`config.mk`:
```
export PLATFORM = sky130hd
export DESIGN_NAME = clock_set_ctrl
export DESIGN_NICKNAME = d
export VERILOG_FILES = /design/src/rtl/clock_set_ctrl.sv
export SDC_FILE = /design/constraint.sdc
export NUM_CORES = 1
export LEC_CHECK = 0
export BUFFER_PORTS_ARGS = -buffer_cell sky130_fd_sc_hd__buf_2
export CAP_MARGIN = 5
export CORE_MARGIN = 2
export CORE_UTILIZATION = 49
export CTS_BUF_LIST = sky130_fd_sc_hd__clkbuf_8
export CTS_CLUSTER_DIAMETER = 150
export CTS_CLUSTER_SIZE = 12
export DETAILED_ROUTE_END_ITERATION = 6
export GPL_ROUTABILITY_DRIVEN = 0
export PLACE_DENSITY_LB_ADDON = 0.3
export SYNTH_ARGS = -nofsm -noshare
export SYNTH_HDL_FRONTEND = slang
export SYNTH_SLANG_ARGS = --single-unit
```
`constraint.sdc`:
```
create_clock -name clk -period 3.38 [get_ports clk]
set_input_delay 0.338 -clock clk [delete_from_list [all_inputs] [get_ports clk]]
set_output_delay 0.338 -clock clk [all_outputs]
set_load 0.02 [all_outputs]
```
`src/rtl/clock_set_ctrl.sv`:
```
`default_nettype none
// ============================================================================
// Module   : clock_set_ctrl
// Brief    : Debounces the mode/inc buttons and sequences the binary clock's
//            RUN -> SET_HOURS -> SET_MINUTES -> COMMIT time-set cycle.
// Revision : 1.0
// ============================================================================
module clock_set_ctrl #(
    parameter int DB_CYCLES      = 16,
    parameter int REPEAT_DELAY   = 256,
    parameter int REPEAT_PERIOD  = 64,
    parameter int TIMEOUT_CYCLES = 65536,
    parameter int BLINK_BITS     = 8
) (
    input  logic       clk,
    input  logic       rst,
    input  logic       btn_mode,
    input  logic       btn_inc,
    input  logic [4:0] cur_hours,
    input  logic [5:0] cur_minutes,
    output logic       hold,
    output logic       load,
    output logic       clear_seconds,
    output logic [4:0] load_hours,
    output logic [5:0] load_minutes,
    output logic [1:0] blink_mask,
    output logic [1:0] state_out
);

    localparam int DB_W   = $clog2(DB_CYCLES + 1);
    localparam int RP_MAX = (REPEAT_DELAY > REPEAT_PERIOD) ? REPEAT_DELAY : REPEAT_PERIOD;
    localparam int RP_W   = $clog2(RP_MAX + 1);
    localparam int TO_W   = $clog2(TIMEOUT_CYCLES + 1);

    localparam logic [DB_W-1:0] c_db_max       = DB_W'(DB_CYCLES);
    localparam logic [RP_W-1:0] c_rp_delay_end = RP_W'(REPEAT_DELAY - 1);
    localparam logic [RP_W-1:0] c_rp_per_end   = RP_W'(REPEAT_PERIOD - 1);
    localparam logic [TO_W-1:0] c_to_end       = TO_W'(TIMEOUT_CYCLES - 1);
    localparam logic [4:0]      c_hours_max    = 5'd23;
    localparam logic [5:0]      c_minutes_max  = 6'd59;

    typedef enum logic [1:0] {
        ST_RUN    = 2'd0,
        ST_SET_H  = 2'd1,
        ST_SET_M  = 2'd2,
        ST_COMMIT = 2'd3
    } state_t;

    // Button vectors: bit 1 = inc, bit 0 = mode.
    logic [1:0]      sync1_q;
    logic [1:0]      sync2_q;
    logic [1:0]      db_level_q;
    logic [DB_W-1:0] db_cnt_q [2];
    logic [1:0]      w_settled;
    logic [1:0]      w_press;
    logic            w_inc_release;

    logic [RP_W-1:0] rep_cnt_q;
    logic            rep_armed_q;
    logic            rep_fast_q;
    logic [RP_W-1:0] w_rep_end;
    logic            w_rep_ev;

    state_t          state_q;
    state_t          state_d;
    logic [4:0]      edit_h_q;
    logic [4:0]      edit_h_d;
    logic [5:0]      edit_m_q;
    logic [5:0]      edit_m_d;
    logic [TO_W-1:0] idle_q;
    logic [TO_W-1:0] idle_d;
    logic [BLINK_BITS-1:0] blink_q;

    logic            w_edit;
    logic            w_mode_ev;
    logic            w_inc_ev;
    logic [4:0]      w_h_next;
    logic [5:0]      w_m_next;

    always_ff @(posedge clk) begin
        if (rst) begin
            sync1_q <= '0;
            sync2_q <= '0;
        end else begin
            sync1_q <= {btn_inc, btn_mode};
            sync2_q <= sync1_q;
        end
    end

    // A level only flips after DB_CYCLES consecutive disagreeing samples.
    always_ff @(posedge clk) begin
        if (rst) begin
            db_level_q <= '0;
            for (int i = 0; i < 2; i++) begin
                db_cnt_q[i] <= '0;
            end
        end else begin
            for (int i = 0; i < 2; i++) begin
                if (sync2_q[i] == db_level_q[i]) begin
                    db_cnt_q[i] <= '0;
                end else if (db_cnt_q[i] == c_db_max) begin
                    db_level_q[i] <= sync2_q[i];
                    db_cnt_q[i]   <= '0;
                end else begin
                    db_cnt_q[i] <= db_cnt_q[i] + DB_W'(1);
                end
            end
        end
    end

    for (genvar gi = 0; gi < 2; gi++) begin : g_settle
        assign w_settled[gi] = (sync2_q[gi] != db_level_q[gi]) && (db_cnt_q[gi] == c_db_max);
    end

    assign w_press       = w_settled & sync2_q;
    assign w_inc_release = w_settled[1] & ~sync2_q[1];

    assign w_edit    = (state_q == ST_SET_H) || (state_q == ST_SET_M);
    assign w_rep_end = rep_fast_q ? c_rp_per_end : c_rp_delay_end;
    assign w_rep_ev  = w_edit && rep_armed_q && db_level_q[1] && !w_inc_release
                       && (rep_cnt_q == w_rep_end);

    // Auto-repeat is armed only by a press taken while editing.
    always_ff @(posedge clk) begin
        if (rst) begin
            rep_cnt_q   <= '0;
            rep_armed_q <= 1'b0;
            rep_fast_q  <= 1'b0;
        end else if (w_edit && w_press[1]) begin
            rep_cnt_q   <= '0;
            rep_armed_q <= 1'b1;
            rep_fast_q  <= 1'b0;
        end else if (!w_edit || !db_level_q[1] || w_inc_release) begin
            rep_cnt_q   <= '0;
            rep_armed_q <= 1'b0;
            rep_fast_q  <= 1'b0;
        end else if (rep_armed_q) begin
            if (w_rep_ev) begin
                rep_cnt_q  <= '0;
                rep_fast_q <= 1'b1;
            end else begin
                rep_cnt_q <= rep_cnt_q + RP_W'(1);
            end
        end
    end

    assign w_mode_ev = w_press[0];
    assign w_inc_ev  = w_press[1] | w_rep_ev;
    assign w_h_next  = (edit_h_q >= c_hours_max)   ? 5'd0 : edit_h_q + 5'd1;
    assign w_m_next  = (edit_m_q >= c_minutes_max) ? 6'd0 : edit_m_q + 6'd1;

    always_ff @(posedge clk) begin
        if (rst) begin
            state_q  <= ST_RUN;
            edit_h_q <= '0;
            edit_m_q <= '0;
            idle_q   <= '0;
            blink_q  <= '0;
        end else begin
            state_q  <= state_d;
            edit_h_q <= edit_h_d;
            edit_m_q <= edit_m_d;
            idle_q   <= idle_d;
            blink_q  <= blink_q + BLINK_BITS'(1);
        end
    end

    // Mode takes priority over inc; idle count restarts on any accepted event.
    always_comb begin
        state_d  = state_q;
        edit_h_d = edit_h_q;
        edit_m_d = edit_m_q;
        idle_d   = '0;
        case (state_q)
            ST_RUN: begin
                if (w_mode_ev) begin
                    edit_h_d = cur_hours;
                    edit_m_d = cur_minutes;
                    state_d  = ST_SET_H;
                end
            end
            ST_SET_H: begin
                if (w_mode_ev) begin
                    state_d = ST_SET_M;
                end else if (w_inc_ev) begin
                    edit_h_d = w_h_next;
                end else if (idle_q == c_to_end) begin
                    state_d = ST_RUN;
                end else begin
                    idle_d = idle_q + TO_W'(1);
                end
            end
            ST_SET_M: begin
                if (w_mode_ev) begin
                    state_d = ST_COMMIT;
                end else if (w_inc_ev) begin
                    edit_m_d = w_m_next;
                end else if (idle_q == c_to_end) begin
                    state_d = ST_RUN;
                end else begin
                    idle_d = idle_q + TO_W'(1);
                end
            end
            ST_COMMIT: begin
                state_d = ST_RUN;
            end
            default: begin
                state_d = ST_RUN;
            end
        endcase
    end

    assign hold          = (state_q != ST_RUN);
    assign load          = (state_q == ST_COMMIT);
    assign clear_seconds = (state_q == ST_COMMIT);
    assign load_hours    = edit_h_q;
    assign load_minutes  = edit_m_q;
    assign blink_mask    = {(state_q == ST_SET_H) & blink_q[BLINK_BITS-1],
                            (state_q == ST_SET_M) & blink_q[BLINK_BITS-1]};
    assign state_out     = state_q;

endmodule
`default_nettype wire
```
Word level (Yosys, flattened, before mapping)
Memory sizes are Yosys's and may differ from the RTL's.
Cells that the tools add are included.
{"block": "op_classes", "addsub": 7, "multipliers": 0, "div_mod_pow": 0, "order_cmp": 2, "n_eq_ne": 16, "shift": 0, "muxes": 50, "n_bitwise": 15, "reduce_logical": 26}
{"operator": "2-to-1 mux 5 bit", "count": 10}
{"operator": "2-to-1 mux 1 bit", "count": 26}
{"operator": "2-to-1 mux 6 bit", "count": 4}
{"operator": "adder 17 x 1 -> 17 bit (second input constant)", "count": 1}
{"operator": "== test 17 x 16 -> 1 bit (second input constant)", "count": 1}
{"operator": "adder 5 x 1 -> 5 bit (second input constant)", "count": 3}
{"operator": "one-hot mux 6 bit (2 select lines)", "count": 1}
{"operator": "== test 5 bit (second input constant)", "count": 2}
{"operator": "2-to-1 mux 2 bit", "count": 5}
{"operator": "!= test 2 bit (second input constant)", "count": 5}
{"operator": "one-hot mux 5 bit (2 select lines)", "count": 1}
{"operator": "adder 9 x 1 -> 9 bit (second input constant)", "count": 1}
{"operator": "== test 9 x 8 -> 1 bit", "count": 1}
{"operator": "2-to-1 mux 9 bit", "count": 1}
{"operator": "adder 8 x 1 -> 8 bit (second input constant)", "count": 1}
{"operator": "2-to-1 mux 8 bit", "count": 1}
{"operator": "one-hot mux 2 bit (4 select lines)", "count": 1}
{"operator": "AND reduction 4 bit", "count": 2}
{"operator": "nonzero test 2 bit", "count": 4}
{"operator": "logical AND 1 bit", "count": 7}
{"operator": "OR 1 bit", "count": 7}
{"operator": "adder 6 x 1 -> 6 bit (second input constant)", "count": 1}
{"operator": ">= comparator 6 bit (second input constant)", "count": 1}
{"operator": "AND reduction 2 bit", "count": 3}
{"operator": "other kinds (14)", "count": 26}
{"block": "word_totals", "ff_bits": 55, "latch_bits": 0, "ramBits": 10, "romBits": 0, "wordCells": 129, "mem_count": 1}
{"name": "db_cnt_q", "words": 2, "word_bits": 5, "read_ports": 2, "rd_clocked_by_memory_dff": 0, "wr": 2, "line_no": "53", "source": "logic [DB_W-1:0] db_cnt_q [2];"}

Logic depth before layout (Yosys ltp)
An unclocked memory read counts as a cell.
{"block": "depth", "depth_word": 11, "ltp_mapped": 10, "mapped_depth_nobuf": 9}

Least setup slack after synthesis
Ideal clock, no wire load.
{"block": "synth_timing", "path_type": "reg2reg", "from": "mem db_cnt_q[1][0] (netlist bit)", "to": "reg idle_q[9]", "setup_ps": 64, "t_arrival_ps": 2057, "path_slack_ps": 1259, "path_stages_with_launch": 10, "path_buffers": 2, "cell_sequence": "edfxtp_1 -> inv_1 -> ha_1 -> nand4bb_4 -> o211a_1 -> a21bo_1 -> or4_4 -> buf_6 -> buf_6 -> nor2_1"}
{"element": "start: declaration", "line_no": "53"}
{"element": "end signal: assignment", "line_no": "163", "source": "idle_q <= idle_d;"}
{"element": "end: declaration", "line_no": "70", "source": "logic [TO_W-1:0] idle_q;"}

==> impl_results.md <==
- Cell Int Power: 1.28 mW
- Final Power: 1.62 mW
- Clock power share: 46.9%
- Switching power total: 0.338 mW
- Overflow after GRT: 0
- Critical Path AT: 2690 ps
- CP max-delay cell: a31oi_1
- Via Count: 2617
- PD cells: 431 mW/mm²
- Slew at the pin closest to its max-slew limit: 959 ps
- First-pass GRT wire length: 10500 µm
- WL final: 6040 µm
- Final setup violation count: 0
- Top FF cell, synth: dfxtp_1
- Die span in y: 85.9 µm
- Vias in the first global route: 2453
- Syn-to-layout area delta: 14.3%
- CP cell instances: inv_1 -> ha_1 -> and4bb_2 -> nand2_1 -> a31oi_1 -> a21oi_1 -> a311oi_1
- Crit path launch type: flop
- Post_cts resized: 0
- Layout cells sized above 1: between 10% and 20%
- Met1 usage in global routing: 21.6%
- DR pass1 iterations: 7
- Initial Utilization: 51.1%
- Mean post-synth cell area: 9.10 µm²
- Status: complete, but fails checks
- Postcts setup bufs: 0
- Routed WL per cell: 12.5 µm
- Area of the multi-input gates: 0.00177 mm²
- CP max FO: 12
- Tightest Hold Check Type: input port to flop
- Initial DRC Count: 156
- DR DRC count: 2
- Combinational share of power: under 10%
- Most common cell in the synthesized netlist: dfxtp_1
- Io pins: 33
- Final Max Tran Viols: 0
- Sequential share of the synthesized area: 42.7%
- Worst Path Class, Setup: flop to flop
- Post-synth EDFFs: 10
- Fin crit period: 2460 ps
- Worst Setup End Kind: flop
- Fillers: 563
- Seq cells post-synth: 65
- Sw frac: a little over a fifth
- Max transition margin: roughly 36%
- Sink Count: 65
- Peak supply drop: 0.216 mV
- Initial antenna violation count: 0
- Largest area contributor in the netlist: dfxtp_1
- N_diodes: 0
- Final #Nets: 432
- Post-DR vias/cell: between 5 and 6
- Die Span X: 85.9 µm
- Num rows: 29
- Mapped cell area: 0.00328 mm²
- Count of final hold-check violations: 0
- Fmax: 0.407 GHz
- RSZ-0062 raised after global routing: false
- Global routing usage on met3: 5.68%
- Top post-synthesis cells by count: dfxtp_1, nor2_1, inv_1, nand3_1, xor2_1
- Leak: 1.43 nW
- Netlist cell types: 60
- MaxCap Viol Count: 0
- Setup total negative slack: 0 ps
- CTS tree: yes
- Post-synth top area share: 33.5%
- Met2 Use GR: 29.5%
- Clock buffer depth: 2
- Setup Skew: 9.10 ps
- Skew-Pair Late Insertion Delay: 330 ps
- Synth Warn #: 0
- Mapped Cells: between 300 and 400
- HPWL Detailed: 4300 µm
- Worst EP required: 3610 ps
- Ys async rst share: 0%
- All-Layer GR Usage: 17.6%
- Cts bufs inserted: 9
- Ranking of synthesized cells by area: dfxtp_1, edfxtp_1, nor2_1
- CTS H-tree lvls: 3
- CORE AREA: 0.00642 mm²
- Flop pwr share: 49.8%
- Largest net degree at the start of global routing: 35
- Die ar.: 0.00737 mm²
- Slowest stage delay, CP: about 800 ps
- IO buf count: 32
- Global route hottest layer: met2
- R2r setup slk: about 900 ps
- Part of the cycle the worst path needs: 72.8%
- Hold_buf cts: 0
- Clk Tree Root Cell: clkbuf_8
- Worst-path clk slew: 70 ps
- Failing checks: design-rule violations
- Sequential Area: between 0.001 and 0.0015 mm²
- DRT antenna net count: 0
metrics by stage:
stage	utilization (%)	worst slack, ps	area [µm²]	hold slack [ps]	instances
finish	58.5	921	3750	209	485
global route	58.5	697	3750	208	485
CTS	58.5	919	3750	186	485
detailed placement	54.8	1040	3520	430	469
global placement	54.8	1120	3520	426	469
floorplan	-	1260	3320	413	370
power groups by stage:
stage	sequential (mW)	clock (mW)	combinational, mW
2_1_floorplan	0.823	0	0.0371
3_3_place_gp	0.824	0	0.0521
3_5_place_dp	0.825	0	0.0529
4_1_cts	0.807	0.785	0.0532
5_1_grt	0.808	0.814	0.0615
6_report	0.807	0.760	0.0532
cell type report:
class                           count  share of cell area [%]
Multi-Input combinational cell    270                    47.0
Clock buffer                       11                    4.03
Clock inverter                      5                    2.30
Timing Repair Buffer               32                    4.27
Inverter                           25                    2.50
Tap cell                           77                    2.57
Sequential cell                    65                    37.3
flip-flops by register name, indices dropped and copies added, names as in the netlist:
name          count
blink_q           8
db_cnt_q         10
db_level_q        2
idle_q           17
load_hours        5
load_minutes      6
rep_armed_q       1
rep_cnt_q         9
rep_fast_q        1
state_out         2
sync1_q           2
sync2_q           2
metal layers:
layer | vias to the layer above | share of wire [%]
li1 | 1339 | -
met1 | 1229 | 47
met2 | 45 | 48
met3 | 4 | 3.4
met4 | 0 | 0.65
met5 | - | 0
cells by family (layout without fill, tap and decap cells):
logic type	after synthesis	after routing	share of synthesized area [%]
compound gates	60	60	13.1
xor+xnor	36	36	9.60
fa+ha+maj	14	14	5.33
buf+inv	35	73	4.61
flops	65	65	42.7
mux	1	1	0.305
other cells	1	10	0.114
simple gates	149	149	24.3
placed cells by master, fill, tap and decap left out, types with 3 or more instances in the layout:
cell type	instances
edfxtp_1	10
nand4_1	7
buf_2	32
o22ai_1	3
nor2_1	54
and4_1	3
nand3_1	21
a21oi_1	19
a211o_1	5
dfxtp_1	55
o21ai_0	6
conb_1	10
xnor2_1	16
xor2_1	20
nor2b_1	7
nand2_1	18
and3_1	7
nor4_1	3
a311oi_1	5
nand2b_1	9
clkbuf_8	11
nand3b_1	4
inv_1	24
ha_1	14
path summary, 6_finish.rpt:
kind | start | end | cells after the start
worst max register to register | db_cnt_q[0][0]$_SDFFCE_PN0P_ | load_minutes[5]$_SDFFE_PP0P_ | 7
worst min register to register | blink_q[0]$_SDFF_PP0_ | blink_q[0]$_SDFF_PP0_ | 1
worst min-delay path | btn_inc | sync1_q[1]$_SDFF_PP0_ | 2
worst max-delay path | db_cnt_q[0][0]$_SDFFCE_PN0P_ | load_minutes[5]$_SDFFE_PP0P_ | 7
critical path: cells and delay by family, from the launching register on:
family | cells | cell delay (ps)
AND/OR/NAND/NOR | 2 | 410
buffers and inverters | 1 | 80
AO/OA/AOI/OAI | 3 | 1270
adder cells (fa/ha/maj) | 1 | 160
flip-flops | 1 | 430
(Power assumes the default switching activity.)
